## config.mk

```make
export PLATFORM = sky130hd
export DESIGN_NAME = mcbsp_dsp_tx_emu
export DESIGN_NICKNAME = d
export VERILOG_FILES = /design/src/rtl/mcbsp_pkg.sv /design/src/rtl/mcbsp_bitclk_gen.sv /design/src/rtl/mcbsp_dsp_tx_emu.sv
export SDC_FILE = /design/constraint.sdc
export NUM_CORES = 1
export LEC_CHECK = 0
export ABC_AREA = 1
export BUFFER_PORTS_ARGS = -buffer_cell sky130_fd_sc_hd__buf_2
export CAP_MARGIN = 20
export CORE_MARGIN = 2
export CORE_UTILIZATION = 25
export CTS_CLUSTER_SIZE = 25
export DETAILED_ROUTE_END_ITERATION = 10
export PLACE_DENSITY_LB_ADDON = 0.3
export SKIP_LAST_GASP = 1
export SYNTH_ARGS = -nofsm -noshare
export SYNTH_HDL_FRONTEND = slang
export SYNTH_SLANG_ARGS = --single-unit
```

## constraint.sdc

```tcl
create_clock -name mcbsp_clk_in -period 2.41 [get_ports mcbsp_clk_in]
set_input_delay 0.1205 -clock mcbsp_clk_in [delete_from_list [all_inputs] [get_ports mcbsp_clk_in]]
set_output_delay 0.1205 -clock mcbsp_clk_in [all_outputs]
set_load 0.01 [all_outputs]
```

## src/rtl/mcbsp_pkg.sv

```systemverilog
// rtl/mcbsp_pkg.sv - shared types and constants for the DSP-end McBSP transmitter
// Purpose: FSM state encoding, default frame word length and word-count width.
// Ports: none (package).
package mcbsp_pkg;

  localparam int CODE_LENGTH_DEF = 32;
  localparam int WCNT_W          = 9;

  typedef enum logic [2:0] {
    ST_IDLE,
    ST_IRQ,
    ST_WAIT,
    ST_FETCH,
    ST_SYNC,
    ST_SHIFT,
    ST_GAP,
    ST_DONE
  } tx_state_t;

endpackage

```

## src/rtl/mcbsp_bitclk_gen.sv

```systemverilog
// rtl/mcbsp_bitclk_gen.sv - McBSP bit clock divider with rise/fall strobes
// Purpose: produce clkx = clk/(2*HALF_DIV) while enabled; parked low when disabled.
// Ports:
//   clk, rst_n  system clock, asynchronous active-low reset
//   en          run the divider; low forces clkx low and restarts the phase
//   clkx        divided bit clock
//   rise, fall  one-clock strobes in the cycle before clkx goes high / low
module mcbsp_bitclk_gen #(
  parameter int HALF_DIV = 1
) (
  input  logic clk,
  input  logic rst_n,
  input  logic en,
  output logic clkx,
  output logic rise,
  output logic fall
);

  localparam int CW = (HALF_DIV > 1) ? $clog2(HALF_DIV) : 1;

  logic [CW-1:0] cnt;
  logic          tick;

  assign tick = en && (cnt == CW'(HALF_DIV - 1));
  assign rise = tick && !clkx;
  assign fall = tick && clkx;

  always_ff @(posedge clk or negedge rst_n) begin
    if (!rst_n) begin
      cnt  <= '0;
      clkx <= 1'b0;
    end else if (!en) begin
      cnt  <= '0;
      clkx <= 1'b0;
    end else if (tick) begin
      cnt  <= '0;
      clkx <= ~clkx;
    end else begin
      cnt  <= cnt + 1'b1;
    end
  end

endmodule

```

## src/rtl/mcbsp_dsp_tx_emu.sv

```systemverilog
// rtl/mcbsp_dsp_tx_emu.sv - DSP-end McBSP burst transmitter (clkx/fsx/mosi + tx interrupt)
// Purpose: fetch a burst of words over a req/valid handshake and send each one
//   MSB-first as a McBSP frame (one fsx bit, data delay 1).
// Build option: MCBSP_TX_CHECKSUM_EN appends one frame carrying the 32-bit sum
//   (mod 2^32) of the burst words.
// Ports:
//   mcbsp_clk_in, mcbsp_rst_n_in  system clock, asynchronous active-low reset
//   tx_start, tx_word_count       start pulse and burst length (sampled on start)
//   tx_data_req/in/valid          word source handshake
//   mcbsp_tx_interrupt            arms the receiver before the first frame
//   mcbsp_slaver_clkx/fsx/mosi    serial link
//   tx_busy, tx_done, tx_underrun burst status
module mcbsp_dsp_tx_emu
  import mcbsp_pkg::*;
#(
  parameter int CODE_LENGTH   = CODE_LENGTH_DEF,
  parameter int HALF_DIV      = 1,
  parameter int IRQ_CYCLES    = 4,
  parameter int IRQ_TO_FS_DLY = 16,
  parameter int FRAME_GAP     = 0
) (
  input  logic              mcbsp_clk_in,
  input  logic              mcbsp_rst_n_in,
  input  logic              tx_start,
  input  logic [WCNT_W-1:0] tx_word_count,
  output logic              tx_data_req,
  input  logic [31:0]       tx_data_in,
  input  logic              tx_data_valid,
  output logic              mcbsp_tx_interrupt,
  output logic              mcbsp_slaver_clkx,
  output logic              mcbsp_slaver_fsx,
  output logic              mcbsp_slaver_mosi,
  output logic              tx_busy,
  output logic              tx_done,
  output logic              tx_underrun
);

  localparam int BCW = $clog2(CODE_LENGTH + 1);

  tx_state_t              state;
  logic [15:0]            cnt;        // clocks in IRQ/WAIT, bit periods in GAP
  logic [BCW-1:0]         bit_cnt;    // index of the bit currently on mosi
  logic [CODE_LENGTH-1:0] shreg;
  logic [CODE_LENGTH-1:0] shadow;
  logic                   shadow_valid;
  logic [WCNT_W-1:0]      remain;     // words not yet accepted from the source

  logic                   bit_en;
  logic                   bit_rise;
  logic                   bit_fall;
  logic                   handshake;
  logic                   last_bit;
  logic                   next_ok;
  logic [CODE_LENGTH-1:0] next_word;

`ifdef MCBSP_TX_CHECKSUM_EN
  logic [31:0]            sum;
  logic                   sum_pending;
  logic                   next_is_sum;
`endif

  assign bit_en    = (state == ST_SYNC) || (state == ST_SHIFT) || (state == ST_GAP);
  assign handshake = tx_data_req && tx_data_valid;
  assign last_bit  = (bit_cnt == BCW'(CODE_LENGTH - 1));

  mcbsp_bitclk_gen #(
    .HALF_DIV (HALF_DIV)
  ) u_bitclk (
    .clk   (mcbsp_clk_in),
    .rst_n (mcbsp_rst_n_in),
    .en    (bit_en),
    .clkx  (mcbsp_slaver_clkx),
    .rise  (bit_rise),
    .fall  (bit_fall)
  );

  // Word for the following frame. A handshake landing on the very last bit
  // still counts, so a late source is not mistaken for an underrun.
  always_comb begin
    next_ok   = 1'b0;
    next_word = shadow;
`ifdef MCBSP_TX_CHECKSUM_EN
    next_is_sum = 1'b0;
`endif
    if (shadow_valid) begin
      next_ok = 1'b1;
    end else if (handshake) begin
      next_ok   = 1'b1;
      next_word = tx_data_in[CODE_LENGTH-1:0];
    end
`ifdef MCBSP_TX_CHECKSUM_EN
    else if (remain == '0 && sum_pending) begin
      next_ok     = 1'b1;
      next_word   = sum[CODE_LENGTH-1:0];
      next_is_sum = 1'b1;
    end
`endif
  end

  always_ff @(posedge mcbsp_clk_in or negedge mcbsp_rst_n_in) begin
    if (!mcbsp_rst_n_in) begin
      state              <= ST_IDLE;
      cnt                <= '0;
      bit_cnt            <= '0;
      shreg              <= '0;
      shadow             <= '0;
      shadow_valid       <= 1'b0;
      remain             <= '0;
      tx_data_req        <= 1'b0;
      mcbsp_tx_interrupt <= 1'b0;
      mcbsp_slaver_fsx   <= 1'b0;
      mcbsp_slaver_mosi  <= 1'b0;
      tx_busy            <= 1'b0;
      tx_done            <= 1'b0;
      tx_underrun        <= 1'b0;
`ifdef MCBSP_TX_CHECKSUM_EN
      sum                <= '0;
      sum_pending        <= 1'b0;
`endif
    end else begin
      tx_done     <= 1'b0;
      tx_underrun <= 1'b0;
`ifdef MCBSP_TX_CHECKSUM_EN
      if (handshake) sum <= sum + tx_data_in;
`endif
      case (state)
        ST_IDLE: begin
          if (tx_start && tx_word_count != '0) begin
            remain             <= tx_word_count;
            tx_busy            <= 1'b1;
            mcbsp_tx_interrupt <= 1'b1;
            cnt                <= '0;
            state              <= ST_IRQ;
`ifdef MCBSP_TX_CHECKSUM_EN
            sum                <= '0;
            sum_pending        <= 1'b1;
`endif
          end
        end
        ST_IRQ: begin
          if (cnt == 16'(IRQ_CYCLES - 1)) begin
            mcbsp_tx_interrupt <= 1'b0;
            cnt                <= '0;
            state              <= ST_WAIT;
          end else begin
            cnt <= cnt + 1'b1;
          end
        end
        ST_WAIT: begin
          if (cnt == 16'(IRQ_TO_FS_DLY - 1)) begin
            cnt         <= '0;
            tx_data_req <= 1'b1;
            state       <= ST_FETCH;
          end else begin
            cnt <= cnt + 1'b1;
          end
        end
        ST_FETCH: begin
          // clkx is parked low here, so raising fsx now still meets the
          // "change while clkx is low" rule for the receiver.
          if (handshake) begin
            tx_data_req       <= 1'b0;
            shreg             <= tx_data_in[CODE_LENGTH-1:0];
            remain            <= remain - 1'b1;
            mcbsp_slaver_fsx  <= 1'b1;
            mcbsp_slaver_mosi <= 1'b0;
            state             <= ST_SYNC;
          end
        end
        ST_SYNC: begin
          if (bit_fall) begin
            mcbsp_slaver_fsx  <= 1'b0;
            mcbsp_slaver_mosi <= shreg[CODE_LENGTH-1];
            shreg             <= {shreg[CODE_LENGTH-2:0], 1'b0};
            bit_cnt           <= '0;
            state             <= ST_SHIFT;
          end
        end
        ST_SHIFT: begin
          if (bit_rise && bit_cnt == '0 && remain != '0 && !shadow_valid)
            tx_data_req <= 1'b1;
          if (handshake) begin
            shadow       <= tx_data_in[CODE_LENGTH-1:0];
            shadow_valid <= 1'b1;
            tx_data_req  <= 1'b0;
            remain       <= remain - 1'b1;
          end
          // Frame-end decisions come last so they override the handshake above.
          if (bit_fall) begin
            if (!last_bit) begin
              mcbsp_slaver_mosi <= shreg[CODE_LENGTH-1];
              shreg             <= {shreg[CODE_LENGTH-2:0], 1'b0};
              bit_cnt           <= bit_cnt + 1'b1;
            end else if (next_ok) begin
              shreg             <= next_word;
              shadow_valid      <= 1'b0;
              mcbsp_slaver_mosi <= 1'b0;
`ifdef MCBSP_TX_CHECKSUM_EN
              if (next_is_sum) sum_pending <= 1'b0;
`endif
              if (FRAME_GAP == 0) begin
                mcbsp_slaver_fsx <= 1'b1;
                state            <= ST_SYNC;
              end else begin
                cnt   <= '0;
                state <= ST_GAP;
              end
            end else begin
              mcbsp_slaver_mosi <= 1'b0;
              tx_data_req       <= 1'b0;
              tx_underrun       <= (remain != '0);
              state             <= ST_DONE;
            end
          end
        end
        ST_GAP: begin
          if (bit_fall) begin
            if (cnt == 16'(FRAME_GAP - 1)) begin
              cnt              <= '0;
              mcbsp_slaver_fsx <= 1'b1;
              state            <= ST_SYNC;
            end else begin
              cnt <= cnt + 1'b1;
            end
          end
        end
        ST_DONE: begin
          tx_done <= 1'b1;
          tx_busy <= 1'b0;
          state   <= ST_IDLE;
        end
        default: state <= ST_IDLE;
      endcase
    end
  end

endmodule
```

=== Yosys cells after proc, flatten, opt, wreduce, memory -nomap -nowiden ===
Cells that the tools add are included.

* $add $sub $neg: 4
* Multiply operators: 0
* Divide/modulo/power cells: 0
* Magnitude comparators: 0
* Eq/ne operators: 25
* Shifts and indexed selects: 0
* Mux-type cells: 71
* Bitwise logic cells: 2
* Reductions and logical operators: 35

{| class="wikitable"
|+ Operator list
! cell !! number
|-
| 32-bit 2-to-1 mux || 7
|-
| 32-bit case mux with 3 select lines || 1
|-
| 16-bit 2-to-1 mux || 5
|-
| 16-bit case mux with 4 select lines || 1
|-
| 1-bit 2-to-1 mux || 34
|-
| 3-bit 2-to-1 mux || 9
|-
| 3-bit case mux with 8 select lines || 1
|-
| 2-bit inequality test, second input constant || 11
|-
| 6-bit 2-to-1 mux || 3
|-
| 9-bit 2-to-1 mux || 2
|-
| 9-bit case mux with 2 select lines || 1
|-
| 9-bit nonzero test || 2
|-
| 16-bit by 1-bit adder with 16-bit output, second input constant || 1
|-
| 16-bit == test, second input constant || 1
|-
| 16-bit by 2-bit == test with 1-bit output, second input constant || 1
|-
| 16-bit by 4-bit == test with 1-bit output, second input constant || 1
|-
| 3-bit == test, second input constant || 4
|-
| 6-bit case mux with 2 select lines || 1
|-
| 3-bit AND reduction || 4
|-
| 9-bit AND reduction || 1
|-
| 9-bit by 1-bit subtractor with 9-bit output, second input constant || 1
|-
| 1-bit logical AND || 8
|-
| 4-bit AND reduction || 2
|-
| 8-bit AND reduction || 1
|-
| 22 further kinds || 34
|}

* Flip-flop bits (word level): 108
* Latch bits: 0
* RAM bits: 0
* Bits in read-only memories: 0
* Input bits: 45
* Output and inout port bits: 8
* Word-level logic and storage cells: 153
* Memories kept: 0

=== Longest topological paths before layout ===
* Depth after elaboration: 14
* Mapped depth: 12

=== Hierarchy ===
Synthesis repeated with hierarchy kept, for this count alone.

* Cell total of the unflattened synthesis: 973
* Area total of the unflattened synthesis: 6,613.8 sq um

{| class="wikitable"
|+ Modules (own cells, without submodules)
! module !! instances !! cells an instance !! area an instance (sq um) !! sequential area each (sq um)
|-
| mcbsp_dsp_tx_emu || 1 || 962 || 6,527.5 || 2,652.5
|-
| mcbsp_bitclk_gen || 1 || 11 || 86.3 || 50.0
|}

=== Least setup slack after synthesis ===
Ideal clock, no wire load.

* Kind: register -> register
* Start: register cnt[0]
* End: register state[0]
* Setup time: 0.117 ns
* Arrival time: 1.583 ns
* Data required time: 2.293 ns
* Slack: 0.710 ns
* Cell stages (with the launch flop): 13
* Period minus slack after synthesis: 1.700 ns
* Cell sequence: dfrtp_1 ha_1 nand2_1 nor2_1 inv_1 nor2_1 nand2_1 nand2_1 nand3_1 inv_1 nand2_1 nand2_1 nand2_1

* Cells in the longest elaborated chain, start to end: 3
* Elaborated cells between the ends (all ways): 7
* Those cells by class: eq/ne: 6; reduce/logical: 1

{| class="wikitable"
|+ RTL lines
! element !! RTL line !! text
|-
| start, declared || mcbsp_dsp_tx_emu.sv:41 || <nowiki>logic [15:0] cnt;</nowiki>
|-
| start signal, assigned || mcbsp_dsp_tx_emu.sv:146 || <nowiki>cnt <= cnt + 1'b1;</nowiki>
|-
| start signal, assigned || mcbsp_dsp_tx_emu.sv:155 || <nowiki>cnt <= cnt + 1'b1;</nowiki>
|-
| start signal, assigned || mcbsp_dsp_tx_emu.sv:223 || <nowiki>cnt <= cnt + 1'b1;</nowiki>
|-
| 16-bit == test, or another cell as far along || mcbsp_dsp_tx_emu.sv:218 || <nowiki>if (cnt == 16'(FRAME_GAP - 1)) begin</nowiki>
|-
| 2-bit by 1-bit inequality test with 1-bit output (no source line) / 2-bit inequality test (equally long branches) || - ||
|-
| 9-bit AND reduction (no source line) (*) || - ||
|-
| end signal, assigned || mcbsp_dsp_tx_emu.sv:221 || <nowiki>state <= ST_SYNC;</nowiki>
|-
| end signal, assigned || mcbsp_dsp_tx_emu.sv:230 || <nowiki>state <= ST_IDLE;</nowiki>
|-
| end signal, assigned || mcbsp_dsp_tx_emu.sv:232 || <nowiki>default: state <= ST_IDLE;</nowiki>
|-
| end, declared || mcbsp_dsp_tx_emu.sv:40 || <nowiki>tx_state_t state;</nowiki>
|}

Every way passes the cells marked *; elsewhere a longest branch is shown, timed or not.
A chain may end at the register's enable or synchronous reset.

=== Worst setup path after layout ===
* Start: register cnt[0]
* End: register cnt[8]

* Cells in the longest elaborated chain, start to end: 4
* Elaborated cells between the ends (all ways): 9
* Those cells by class: add/sub: 1; eq/ne: 3; mux: 5

{| class="wikitable"
|+ RTL lines
! element !! RTL line !! text
|-
| 16-bit by 1-bit adder with 16-bit output / 16-bit == test (equally long branches) || - ||
|-
| 16-bit 2-to-1 mux || mcbsp_dsp_tx_emu.sv:218 ||
|-
| 16-bit 2-to-1 mux || mcbsp_dsp_tx_emu.sv:217 || <nowiki>if (bit_fall) begin</nowiki>
|-
| 16-bit case mux with 4 select lines (*) || mcbsp_dsp_tx_emu.sv:126 || <nowiki>case (state)</nowiki>
|}

Every way passes the cells marked *; elsewhere a longest branch is shown, timed or not. The select of a mux whose other input is x is not followed.

==> flow_metrics.tcl <==
set metrics [dict create \
    synthesis.area_mm2 0.00656 \
    grt_usage 0.131 \
    p_per_area_mw_per_mm2 1050 \
    cts_resized 0 \
    path_cells "ha_1 > nand2_1 > nor2_1 > inv_1 > nor2_1 > nand2_1 > nand2_1 > nand3_1 > nor2_1 > nor2_1" \
    critPathCaptureType "flop" \
    wl_per_cell_um 13.1 \
    criticalPathCategory "flop to flop" \
    vias 6086 \
    synth.top_cells.by_count "nand2_1, dfrtp_1, inv_1" \
    stdcell_area_mm2 0.00749 \
    yosysTopAreaCellShare 0.412 \
    synth-simple-area-share 0.347 \
    h-tree-depth 3 \
    run_status "finished clean" \
    setup_viol 0 \
    fin_nets 1047 \
    die_h_um 166 \
    yosysWarnings 0 \
    synth_adder_area_share 0.00954 \
    dp_hpwl_um 11600 \
    finalPower_w 0.00787 \
    tightest_slew_ns 0.634 \
    relSlewSlack 0.577 \
    synth-edff-count 0 \
    cp.arrival_ns 2.40 \
    synth_top_family_by_area "simple AND/OR/NAND/NOR gates" \
    cp-start-kind "flop" \
    cts_sinks 108 \
    drive_gt1_frac 0.0959 \
    peakVddDrop_uv 511 \
    cts_setup_buffers 0 \
    core-area_mm2 0.0259 \
    slowest_delay_ns 0.46 \
    viasPerCell 4.55 \
    cap_violations 0 \
    worst_path_max_delay_cell "dfrtp_1" \
    ff2ff_setup_slack_ns 0.25 \
    route.antenna.remaining_nets 0 \
    required_ns 2.65 \
    start_util 0.253 \
    avgSynthCellArea_um2 6.84 \
    finalCritPeriodShare 0.896 \
    fmax_ghz 0.463 \
    drv_slew 0 \
    synth.area.mux_share 0 \
    gp_congestion 0.839 \
    yosys.cell_types.count 37 \
    fin_worst_skew_ns 0.0102 \
    cts-root-buf "clkbuf_16" \
    finalHoldViolCount 0 \
    rows 59 \
    netlist_instances 958 \
    yosysTopAreaCell "dfrtp_1" \
    grt_pass1_wl_um 29400 \
    hold_class "input pin to flop" \
    drt_iter0_markers 468 \
    antenna_found_initial 1 \
    async_flop_share 1.00 \
    route.final.wire_length_um 17600 \
    path_clk_slew_ns 0.07 \
    synth_area_leaders "dfrtp_1, nand2_1, o21ai_0" \
    synth_compound_area_frac 0.131 \
    grt_overflow 0 \
    cts_tree "built" \
    dieWidth_um 166 \
    synthToLayoutAreaGrowth_pct 14.3 \
    cpMostUsedCell "nor2_1" \
    grt_max_degree 64 \
    first_pass_iters 5 \
    yosysMostFrequentCell "nand2_1" \
    synth_xor_area_frac 0.0147 \
    grt_setup_unrepaired "false" \
    place_area_mm2 0.00718 \
    min_period_ns 2.16 \
    path_max_fanout 6 \
    cts_made_buffers 9 \
    grt_pass1_vias 5705 \
    dominantRegCellSynth "dfrtp_1" \
    io_buffers 52 \
    crit_family "simple AND/OR/NAND/NOR gates" \
    num_io_pins 53 \
    fin_tns_setup_ns 0 \
    syn_nets 1008 \
    dieArea_mm2 0.0275 \
    synth_seq_cells 108 \
    critPathBufInv 1 \
    synth-seq-area-share 0.412 \
    cts_buffer_depth 2 \
    clk_latency_ns 0.36 \
    leakagePower_nw 3.63 \
    drc 0 \
]
[logic make-up after synthesis]
logic type | after synthesis
XOR/XNOR | 11
other | 1
AND/OR/NAND/NOR | 551
adder cells (fa/ha/maj) | 5
buffers and inverters | 135
flip-flops | 108
AO/OA/AOI/OAI | 147
[sequential cells by signal (all words and copies together) (netlist names)]
signal              cells
mcbsp_slaver_mosi       1
mcbsp_tx_interrupt      1
tx_busy                 1
tx_underrun             1
bit_cnt                 6
shreg                  32
state                   3
tx_data_req             1
u_bitclk.clkx           1
remain                  9
shadow_valid            1
mcbsp_slaver_fsx        1
u_bitclk.cnt            1
cnt                    16
shadow                 32
tx_done                 1
[area by class of cell]
class                      instances  area [um^2]
fill                            2864        18400
multi-input combinational        715         3290
sequential                       108         2700
tap                              335          419
timing repair buffer              69          418
inverter                          94          353
clock buffer                      10          239
clock inverter                     5         61.3
antenna                            1         2.50
[worst min-delay path, delay by kind of cell]
| family | cells | cell delay, ns |
|---|---|---|
| buffers and inverters | 1 | 0.11 |
| AOI/OAI and AO/OA | 1 | 0.07 |
| and+or+nand+nor | 1 | 0.06 |
[metal layers]
layer  wire [um]  track usage
met5           0            0
met3         761       0.0272
met4         213       0.0325
met1        8860        0.183
met2        7720        0.206
[path summary, 6_finish.rpt]
check	from	to	cells after the start
min in group asynchronous	mcbsp_rst_n_in	remain[1]	2
worst min-delay path	tx_word_count[6]	remain[6]	3
worst min register to register	shreg[17]	shreg[17]	2
worst max-delay path	cnt[0]	cnt[8]	10
max in group asynchronous	mcbsp_rst_n_in	shreg[19]	3
worst max register to register	cnt[0]	cnt[8]	10
[per-stage QoR]
step	hold WS (ns)	cells	worst slack [ns]	util
2_1_floorplan	-0.175	958	0.710	-
3_3_place_gp	0.184	1320	0.267	0.277
3_5_place_dp	0.187	1320	0.259	0.277
4_1_cts	0.0186	1336	0.248	0.289
5_1_grt	0.0498	1336	0.0712	0.289
6_report	0.0335	1337	0.250	0.289
[report_power, final]
group / total [W] / leakage [nW] / switching, W / internal (W)
Sequential: 0.00284 / 1.37 / 0.000355 / 0.00249
Clock: 0.00156 / 0.149 / 0.000723 / 0.000836
Combinational: 0.00347 / 2.11 / 0.00239 / 0.00107
Total: 0.00787 / 3.63 / 0.00347 / 0.00440
[layout by cell type (no fill, tap or decap), types with 3 or more instances in the layout]
| cell type | count |
|---|---|
| nor2_1 | 51 |
| o21ai_1 | 3 |
| inv_1 | 89 |
| nor3_1 | 9 |
| buf_4 | 15 |
| xor2_1 | 9 |
| dfrtp_1 | 107 |
| clkinv_1 | 3 |
| buf_2 | 51 |
| clkbuf_16 | 9 |
| a31oi_1 | 4 |
| nand3_1 | 75 |
| o31ai_1 | 3 |
| a21o_1 | 3 |
| o21ai_0 | 86 |
| nand2_1 | 387 |
| or2_2 | 4 |
| a21oi_1 | 7 |
| nand4_1 | 15 |
| ha_1 | 5 |
| o211ai_1 | 37 |
[timing repair]
item | 4_1_cts | 5_1_grt
hold buffers | 1 | 0
hold endpoints to repair | 42 | 0
endpoints found under the setup margin | 0 | 0
Note: power is estimated with default switching activity, not from simulation.
